--- config.mk ---
export PLATFORM = sky130hd
export DESIGN_NAME = spi_flash_reader
export DESIGN_NICKNAME = d
export VERILOG_FILES = /design/src/rtl/spi_flash_reader.sv
export SDC_FILE = /design/constraint.sdc
export NUM_CORES = 1
export LEC_CHECK = 0
export ABC_CLOCK_PERIOD_IN_PS = 4000
export CELL_PAD_IN_SITES_DETAIL_PLACEMENT = 1
export CELL_PAD_IN_SITES_GLOBAL_PLACEMENT = 2
export CORE_UTILIZATION = 34
export DETAILED_ROUTE_END_ITERATION = 6
export PLACE_DENSITY = 0.84
export SLEW_MARGIN = 5
export SYNTH_ARGS = -nofsm -noshare
export SYNTH_HDL_FRONTEND = slang
export SYNTH_SLANG_ARGS = --single-unit
--- constraint.sdc ---
create_clock -name clock -period 4 [get_ports clock]
set_input_delay 1 -clock clock [delete_from_list [all_inputs] [get_ports clock]]
set_output_delay 1 -clock clock [all_outputs]
set_load 0.1 [all_outputs]
--- src/rtl/spi_flash_reader.sv ---
// spi_flash_reader: SPI mode-0 READ (0x03) master returning 1-8 bytes on a 64-bit response
module spi_flash_reader #(
    parameter int DIV = 2
) (
    input  logic        clock,
    input  logic        reset,
    input  logic        req_valid,
    output logic        req_ready,
    input  logic [23:0] req_addr,
    input  logic [2:0]  req_len,
    input  logic        req_sel,
    output logic        rsp_valid,
    input  logic        rsp_ready,
    output logic [63:0] rsp_data,
    output logic        spi_flash_clk,
    output logic [1:0]  spi_flash_cs,
    output logic        spi_flash_mosi,
    input  logic        spi_flash_miso
);
    localparam int CW = $clog2(DIV) + 1;
    localparam logic [CW-1:0] DIV_LAST = CW'(DIV - 1);
    localparam logic [1:0] IDLE = 2'd0, SHIFT = 2'd1, HOLD = 2'd2, RESP = 2'd3;
    logic [1:0]    state_q, state_d;
    logic [CW-1:0] cnt_q, cnt_d;
    logic [6:0]    bit_q, bit_d, last_q, last_d;
    logic [31:0]   sr_q, sr_d;
    logic [63:0]   data_q, data_d;
    logic [1:0]    cs_q, cs_d;
    logic          sck_q, sck_d;
    logic [5:0]    dbit;
    logic          phase_end;
    assign dbit      = bit_q[5:0] - 6'd32;
    assign phase_end = cnt_q == DIV_LAST;
    assign req_ready      = state_q == IDLE;
    assign rsp_valid      = state_q == RESP;
    assign rsp_data       = data_q;
    assign spi_flash_clk  = sck_q;
    assign spi_flash_cs   = cs_q;
    assign spi_flash_mosi = sr_q[31];
    always_comb begin
        state_d = state_q;
        cnt_d   = cnt_q;
        bit_d   = bit_q;
        last_d  = last_q;
        sr_d    = sr_q;
        data_d  = data_q;
        cs_d    = cs_q;
        sck_d   = sck_q;
        case (state_q)
            IDLE: if (req_valid) begin
                state_d = SHIFT;
                cnt_d   = '0;
                bit_d   = '0;
                last_d  = 7'd39 + {1'b0, req_len, 3'b000};
                sr_d    = {8'h03, req_addr};
                data_d  = '0;
                cs_d    = req_sel ? 2'b01 : 2'b10;
                sck_d   = 1'b0;
            end
            SHIFT: begin
                cnt_d = phase_end ? '0 : cnt_q + 1'b1;
                if (phase_end && !sck_q) begin
                    sck_d = 1'b1;
                    // data bit d lands in byte d/8, MSB first within the byte
                    if (bit_q >= 7'd32) data_d[{dbit[5:3], ~dbit[2:0]}] = spi_flash_miso;
                end else if (phase_end) begin
                    sck_d = 1'b0;
                    sr_d  = {sr_q[30:0], 1'b0};
                    bit_d = bit_q + 7'd1;
                    if (bit_q == last_q) state_d = HOLD;
                end
            end
            HOLD: begin
                cnt_d = phase_end ? '0 : cnt_q + 1'b1;
                if (phase_end) begin
                    cs_d    = 2'b11;
                    state_d = RESP;
                end
            end
            default: if (rsp_ready) state_d = IDLE;
        endcase
    end
    always_ff @(posedge clock) begin
        if (reset) begin
            state_q <= IDLE;
            cnt_q   <= '0;
            bit_q   <= '0;
            last_q  <= '0;
            sr_q    <= '0;
            data_q  <= '0;
            cs_q    <= 2'b11;
            sck_q   <= 1'b0;
        end else begin
            state_q <= state_d;
            cnt_q   <= cnt_d;
            bit_q   <= bit_d;
            last_q  <= last_d;
            sr_q    <= sr_d;
            data_q  <= data_d;
            cs_q    <= cs_d;
            sck_q   <= sck_d;
        end
    end
endmodule

==> out/results.txt, run 1 <==
clk buf depth: 2
clock slew at reported path FFs: 0.05 ns
critical path endpoint category: output pin
Largest stage delay, worst path: 1.20 ns
P_leak: 2.50 nW
Worst slew margin: 21.0%
# IOs: 103
# resized after CTS: 0
initial antenna violation count: 0
PD cells: 649 nW/um^2
Min Hold Slack: 0.467 ns
Post-DRT Antenna Nets: 0
main flop type after synthesis: dfxtp_1
cts hold-fix bufs: 0
skew final: 0.00682 ns
CP Launch Type: flop
final hold violation count: 0
Post-synth EDFFs: 0
largest net degree at the start of global routing: 72
Max Fanout on Critical Path: 7
type of the worst min-delay path: flop to flop
Slew @ Worst Pin: 1.18 ns
Tmin final: 3.12 ns
post-CTS setup buffer count: 0
outcome: finished clean
Syn Inst Count: 598
1st-iter DRT viols: 389
GPL Wtd Cong: 0.731
Starting Density: 34.8%
chip height: 129 um
routed len/inst: 19.5 um
worst skew pair latency: 0.42 ns
layout cells sized above 1: 8.32%
Final WS setup: 0.883 ns
delay-heaviest family, CP: buffers and inverters
fin. max-slew vios: 0
Die W: 129 um
Ys Warns: 0
crit path kind: flop to output pin
slowest CP cell: clkdlybuf4s50_1
Max VDD drop: 0.363 mV
final WL: 17300 um
Place WS: 0.690 ns
Final nets: 700
Yosys cell types: 47
die area: 16800 sq um
# rows: 46
Final Power: 4.66 mW
cell area after layout: 7180 sq um
Mapped Area: 5530 sq um
global-route wire length before repair: 28300 um
vias: 5091
syn_nets: 638
Root Driver: clkbuf_16
Syn-to-layout area delta: 29.9%
post-layout util: 45.2%
Non-Filler Instances: 889
global-route usage over all layers: 22.2%
gr ovfl total: 0
Setup TNS: 0 ns
fmax: 321 MHz
via/cell ratio: 5.73
CTS buffer count: 17
vias in the first global route: 5245
#FFs+latches synth: 115
WP buf/inv: 1
H-Tree Depth: 4
DP Area: 6540 sq um
input/output buffers: 102
Synth Area per Inst: 9.24 sq um
period utilization: 77.9%
drc violations: 0
Max-Cap Viols: 0
# setup viols final: 0
CP arrival: 2.12 ns
CP Data Required Time: 3.00 ns
Post-DP HPWL: 10900 um
DR pass1 iterations: 5
sequential fraction of the synthesis area: 41.7%
worst-path cell chain: clkdlybuf4s50_1
CTS tree: yes
setup repair after global routing missed its margin: false
async set-reset flop share out of synthesis: 0%
Sink Count: 115
Core ar.: 15900 sq um
Inst Count DP: 857
n_diodes: 0
sequential cells by signal, summed over array words and instances, names as in the netlist:
signal,cells
bit_q,7
sr_q,32
last_q,5
spi_flash_cs,2
rsp_data,64
spi_flash_clk,1
state_q,2
cnt_q,2
layout by cell type (no fill, tap or decap), drive strengths merged, types with 2 or more instances in the layout:
| cell type | count |
|---|---|
| mux2i | 27 |
| clkbuf | 23 |
| nand4b | 2 |
| nand2b | 2 |
| nand2 | 10 |
| nand3 | 71 |
| dfxtp | 115 |
| xor2 | 4 |
| buf | 10 |
| nor2 | 46 |
| nand3b | 8 |
| or3 | 7 |
| a32o | 64 |
| a211oi | 24 |
| bufinv | 4 |
| or3b | 6 |
| clkinvlp | 2 |
| nor3b | 4 |
| a21oi | 14 |
| nor2b | 4 |
| clkdlybuf4s50 | 100 |
| a22oi | 8 |
| ha | 7 |
| nor3 | 13 |
| inv | 6 |
| o21ai | 74 |
| clkinv | 3 |
| and3b | 2 |
cell type report:
cell class	count	area, sq um
fill	1823	8700
multi-input combinational	410	2860
sequential	115	2300
timing repair buffer	110	1090
clock buffer	23	488
tap	216	270
clock inverter	9	150
inverter	6	22.5
worst paths after layout:
check / from / endpoint / slack, ns / cells past startpoint
setup / recovery: spi_flash_clk / spi_flash_clk / 0.88 / 1
hold / removal: cnt_q[1] / cnt_q[1] / 0.47 / 1
setup reg to reg: state_q[0] / rsp_data[4] / 1.32 / 7
hold reg to reg: cnt_q[1] / cnt_q[1] / 0.47 / 1
cells in the mapped netlist (2+ instances only):
master    count  area (sq um)
or3b_1        5          43.8
buf_4         7          52.6
and3b_1       2          17.5
inv_1         5          18.8
mux2i_1      27           270
nor3_4        8           130
xor2_1        4          35.0
o21ai_0      70           350
o21ai_1       4          20.0
nor2_1       45           169
nor3_1        5          25.0
a22oi_1       8          60.1
nor2b_1       4          25.0
buf_2        22           110
nand3b_1      8          60.1
a32o_1       64           641
a21oi_1      14          70.1
a211oi_1     24           180
ha_1          7          87.6
clkbuf_1     21          78.8
nand3_1      71           355
dfxtp_1     115          2300
or3_1         7          43.8
buf_6         9           101
nand2_1      10          37.5
buf_1         8          30.0
nor3b_1       4          30.0
kinds of logic (layout without fill, tap and decap cells):
logic type,after synthesis,after routing,share of synthesized area (%)
mux,27,27,4.89
buf+inv,73,148,7.15
flops,115,115,41.7
xor+xnor,4,4,0.634
simple gates,180,180,18.7
fa+ha+maj,7,7,1.58
compound gates,192,192,25.4
routing by layer:
| layer | share of wire (%) | GRT usage (%) | vias to the layer above |
|---|---|---|---|
| met5 | 0 | 0 | - |
| met4 | 3.0 | 10.2 | 0 |
| met3 | 5.8 | 5.53 | 37 |
| met2 | 48 | 36.5 | 160 |
| met1 | 43 | 27.3 | 2495 |
| li1 | - | - | 2399 |
power by group:
group / internal, mW / switching (mW)
sequential: 1.30 / 0.0925
clock: 1.10 / 0.536
combinational: 0.555 / 1.07
total: 2.96 / 1.70
Power figures use the tool's default switching activity.
==> run 2: changes to the inputs <==
--- a/config.mk
+++ b/config.mk
@@ -5,12 +5,12 @@
 export SDC_FILE = /design/constraint.sdc
 export NUM_CORES = 1
 export LEC_CHECK = 0
-export ABC_CLOCK_PERIOD_IN_PS = 4000
+export ABC_CLOCK_PERIOD_IN_PS = 3100
 export CELL_PAD_IN_SITES_DETAIL_PLACEMENT = 1
 export CELL_PAD_IN_SITES_GLOBAL_PLACEMENT = 2
-export CORE_UTILIZATION = 34
+export CORE_UTILIZATION = 32
 export DETAILED_ROUTE_END_ITERATION = 6
-export PLACE_DENSITY = 0.84
+export PLACE_DENSITY = 0.8
 export SLEW_MARGIN = 5
 export SYNTH_ARGS = -nofsm -noshare
 export SYNTH_HDL_FRONTEND = slang
==> constraint.sdc (replaced) <==
create_clock -name clock -period 3.1 [get_ports clock]
set_input_delay 0.775 -clock clock [delete_from_list [all_inputs] [get_ports clock]]
set_output_delay 0.775 -clock clock [all_outputs]
set_load 0.1 [all_outputs]
==> out/results.txt, run 2 (synthesis gave the netlist of run 1 again) <==
chip height: 133 um
Largest stage delay, worst path: 0.54 ns
cts hold-fix bufs: 0
# resized after CTS: 0
crit path kind: flop to flop
Final nets: 706
# setup viols final: 0
die area: 17800 sq um
Syn-to-layout area delta: 27.7%
1st-iter DRT viols: 320
outcome: finished clean
worst r2r dst: bit_q[4]
global-route usage over all layers: 20.2%
period utilization: 76.7%
Starting Density: 33.1%
Slew @ Worst Pin: 1.11 ns
fin. max-slew vios: 0
global-route wire length before repair: 28100 um
GPL Wtd Cong: 0.739
delay-heaviest family, CP: compound AO/OA/AOI/OAI gates
Min Hold Slack: 0.464 ns
# rows: 47
WP buf/inv: 2
Setup crit end: bit_q[4]
CTS buffer count: 17
met2 WL: 8490 um
Post-DRT Antenna Nets: 0
routed len/inst: 19.4 um
Root Driver: clkbuf_16
vias: 5060
Tmin final: 2.38 ns
Place WS: 0.431 ns
fill count: 1901
worst skew pair latency: 0.41 ns
DR pass1 iterations: 4
r2r startpoint: state_q[0]
Sink Count: 115
largest net degree at the start of global routing: 72
gr ovfl total: 0
setup repair after global routing missed its margin: false
Worst slew margin: 25.9%
P_leak: 2.67 nW
fmax: 421 MHz
Non-Filler Instances: 898
post-CTS setup buffer count: 0
most frequent cells in the layout: 115 x dfxtp_1, 82 x buf_4, 71 x nand3_1
initial antenna violation count: 0
clock slew at reported path FFs: 0.05 ns
Hold Startpoint: cnt_q[1]
Core ar.: 16700 sq um
most common cell after layout, fill and taps aside: dfxtp_1
input/output buffers: 102
layout cells sized above 1: 19.2%
H-Tree Depth: 4
Max VDD drop: 0.409 mV
routed length on met3: 973 um
Post-DP HPWL: 11100 um
CP arrival: 2.72 ns
CTS tree: yes
Final WS setup: 0.723 ns
# IOs: 103
slowest CP cell: a211o_1
via/cell ratio: 5.63
type of the worst min-delay path: flop to flop
Die W: 133 um
FF-to-FF path depth: 7
CP Data Required Time: 3.44 ns
Crit path depth: 7
final hold violation count: 0
Setup TNS: 0 ns
critical path endpoint category: flop
FF-to-FF setup slack: 0.72 ns
clk buf depth: 2
final WL: 17400 um
Inst Count DP: 867
register area: 2300 sq um
multi-input logic area: 2860 sq um
CP Launch Type: flop
Largest register FFs: 64
met1 WL: 7650 um
Max-Cap Viols: 0
PD cells: 848 nW/um^2
top sig layer: met4
drc violations: 0
worst setup path start: state_q[0]
skew final: 0.00592 ns
vias in the first global route: 5025
worst-path cell chain: inv_1 -> ha_1 -> buf_4 -> nor2_1 -> a211o_1 -> o21ai_0 -> a21oi_1
Max Fanout on Critical Path: 18
n_diodes: 0
[run 2: worst register-to-register path, stage by stage (launching register included)]
cell and delay, ns:
dfxtp_1 0.45, inv_1 0.11, ha_1 0.28, buf_4 0.20
nor2_1 0.38, a211o_1 0.54, o21ai_0 0.20, a21oi_1 0.15
[run 2: power breakdown]
group,switching (mW),internal [mW],total (mW)
sequential,0.121,1.68,1.80
clock,0.693,1.36,2.06
combinational,1.38,0.745,2.12
[run 2: layer usage]
layer / global-route usage, % / vias up
li1: - / 2407
met1: 25.7 / 2487
met2: 33.7 / 143
met3: 4.57 / 23
met4: 6.82 / 0
met5: 0 / -
[run 2: layout make-up]
| type | instances | area share (%) |
|---|---|---|
| repair buffers | 116 | 13.8 |
| flip-flops and latches | 115 | 32.6 |
| multi-input cells | 410 | 40.5 |
| clock inverters | 8 | 1.76 |
| well taps | 220 | 3.90 |
| clock buffers | 23 | 7.06 |
| inverters | 6 | 0.319 |
[run 2: metrics by stage]
step,power [mW],util (%),area [sq um]
after detailed placement,3.97,38.5,6430
after CTS,6.04,42.3,7060
final,5.98,42.3,7060
after global routing,6.41,42.3,7060
after global placement,3.88,38.5,6430
after floorplan,3.56,-,5530
[run 2: worst min-delay path by stage]
stage          cells after the start       end  slack [ns]
6_report                           1  cnt_q[1]        0.46
3_3_place_gp                       1  cnt_q[1]        0.45
4_1_cts                            1  cnt_q[1]        0.47
2_1_floorplan                      1  cnt_q[1]        0.44
3_5_place_dp                       1  cnt_q[1]        0.46
5_1_grt                            1  cnt_q[1]        0.48
==> run 3: changes to the inputs <==
--- a/config.mk
+++ b/config.mk
@@ -5,12 +5,12 @@
 export SDC_FILE = /design/constraint.sdc
 export NUM_CORES = 1
 export LEC_CHECK = 0
-export ABC_CLOCK_PERIOD_IN_PS = 3100
+export ABC_CLOCK_PERIOD_IN_PS = 2000
 export CELL_PAD_IN_SITES_DETAIL_PLACEMENT = 1
 export CELL_PAD_IN_SITES_GLOBAL_PLACEMENT = 2
-export CORE_UTILIZATION = 32
+export CORE_UTILIZATION = 29
 export DETAILED_ROUTE_END_ITERATION = 6
-export PLACE_DENSITY = 0.8
+export PLACE_DENSITY = 0.76
 export SLEW_MARGIN = 5
 export SYNTH_ARGS = -nofsm -noshare
 export SYNTH_HDL_FRONTEND = slang
==> constraint.sdc (replaced) <==
create_clock -name clock -period 2 [get_ports clock]
set_input_delay 0.5 -clock clock [delete_from_list [all_inputs] [get_ports clock]]
set_output_delay 0.5 -clock clock [all_outputs]
set_load 0.1 [all_outputs]
==> out/results.txt, run 3 (synthesis gave the netlist of run 1 again) <==
CTS buffer count: 17
P_leak: 3.07 nW
input/output buffers: 102
H-Tree Depth: 4
CP Launch Type: flop
vias: 5232
Final WS setup: 0.0704 ns
# setup viols final: 0
gr ovfl total: 0
hold endpoint: last_q[4]
most frequent cells in the layout: 111 x dfxtp_1, 78 x buf_12, 71 x nand3_1
clk buf depth: 2
Final Power: 9.96 mW
# IOs: 103
delay-heaviest family, CP: buffers and inverters
outcome: finished clean
DR pass1 iterations: 5
PD cells: 1200 nW/um^2
type of the worst min-delay path: flop to flop
Worst slew margin: 28.7%
CTS tree: yes
Clk pwr share: 30.7%
Switching Share: 36.3%
Sink Count: 115
critical path endpoint category: flop
FF-to-FF path depth: 10
Root Driver: clkbuf_16
Max VDD drop: 0.799 mV
Place WS: -0.277 ns
Core ar.: 18700 sq um
1st-iter DRT viols: 347
skew final: 0.0108 ns
cell internal pwr: 6.35 mW
worst r2r dst: sr_q[11]
Hold Startpoint: last_q[4]
NetSw: 3.61 mW
final WL: 18400 um
Max-Cap Viols: 0
Max Fanout on Critical Path: 12
DP Area: 7630 sq um
drc violations: 0
Post-DRT Antenna Nets: 0
CP Data Required Time: 2.33 ns
hold-critical path depth: 2
Final nets: 739
global-route usage over all layers: 19.4%
Largest register FFs: 64
Slew @ Worst Pin: 1.06 ns
FF-to-FF setup slack: 0.07 ns
WP buf/inv: 5
worst skew pair latency: 0.42 ns
via/cell ratio: 5.55
Syn-to-layout area delta: 50.6%
Largest stage delay, worst path: 0.33 ns
cell area after layout: 8320 sq um
post-layout util: 44.5%
layout cells sized above 1: 24.3%
vias in the first global route: 5296
Tmin final: 1.93 ns
chip height: 140 um
Post-DP HPWL: 12400 um
cts hold-fix bufs: 0
period utilization: 96.5%
clock slew at reported path FFs: 0.05 ns
initial antenna violation count: 0
register share of total power: 28.1%
GPL Wtd Cong: 0.771
final hold violation count: 0
Die W: 140 um
crit path kind: flop to flop
fin. max-slew vios: 0
global-route wire length before repair: 29400 um
fmax: 518 MHz
r2r startpoint: state_q[1]
Min Hold Slack: 0.467 ns
worst-path cell chain: inv_2 -> ha_4 -> nor2b_2 -> buf_4 -> buf_12 -> a211oi_4 -> buf_6 -> buf_16 -> nor2_1 -> a211oi_1
routed len/inst: 19.5 um
# rows: 50
Non-Filler Instances: 942
slowest CP cell: dfxtp_2
Inst Count DP: 909
combinational share of power: 41.2%
setup repair after global routing missed its margin: false
most common cell after layout, fill and taps aside: dfxtp_1
largest net degree at the start of global routing: 46
CP arrival: 2.26 ns
Starting Density: 29.5%
Setup TNS: 0 ns
n_diodes: 0
die area: 19600 sq um
==> run 3: cell count changes in the layout (fill, tap and decap cells not counted), moves of 3 or more <==
cell	change
buf_12	+76
buf_4	-48
buf_6	+3
dfxtp_1	-4
dfxtp_2	+4
==> run 3: area by class of cell <==
class | count | area [sq um]
fill | 2036 | 10400
multi-input combinational | 410 | 2900
sequential | 115 | 2310
timing repair buffer | 149 | 2230
clock buffer | 22 | 474
tap | 234 | 293
clock inverter | 6 | 105
inverter | 6 | 22.5
==> run 3: how the worst max path moves through the flow <==
stage | from | end | slack, ns | depth (start not counted)
3_3_place_gp | req_valid | rsp_data[52] | -0.25 | 6
2_1_floorplan | state_q[0] | rsp_data[57] | 0.009 | 8
5_1_grt | state_q[1] | sr_q[18] | 0.0006 | 10
3_5_place_dp | req_valid | rsp_data[28] | -0.28 | 6
4_1_cts | state_q[1] | sr_q[7] | 0.001 | 10
6_report | state_q[1] | sr_q[11] | 0.07 | 10
==> run 3: repair_timing <==
action                     4_1_cts  5_1_grt
gates resized for setup          8        8
pin swaps                        1        3
setup endpoints to repair        1       71
cloned                           2        0
setup buffers                    2        1
==> run 3: per-layer routing <==
layer  track usage (%)  share of wire (%)
met4              6.48                1.6
met3              4.89                4.3
met5                 0                  0
met2              34.8                 51
met1              22.5                 43
==> run 3: worst reg2reg max path, cell delays in order (launching register included) <==
cell	delay [ns]
dfxtp_2	0.33
inv_2	0.06
ha_4	0.16
nor2b_2	0.16
buf_4	0.16
buf_12	0.13
a211oi_4	0.29
buf_6	0.17
buf_16	0.13
nor2_1	0.04
a211oi_1	0.20
==> run 3: power by group through the flow <==
stage          Sequential, mW  Combinational, mW  Clock [mW]
2_1_floorplan            2.89               2.67           0
3_3_place_gp             2.82               3.60           0
3_5_place_dp             2.84               3.75           0
4_1_cts                  2.80               4.08        3.10
5_1_grt                  2.84               4.51        3.21
6_report                 2.80               4.10        3.06
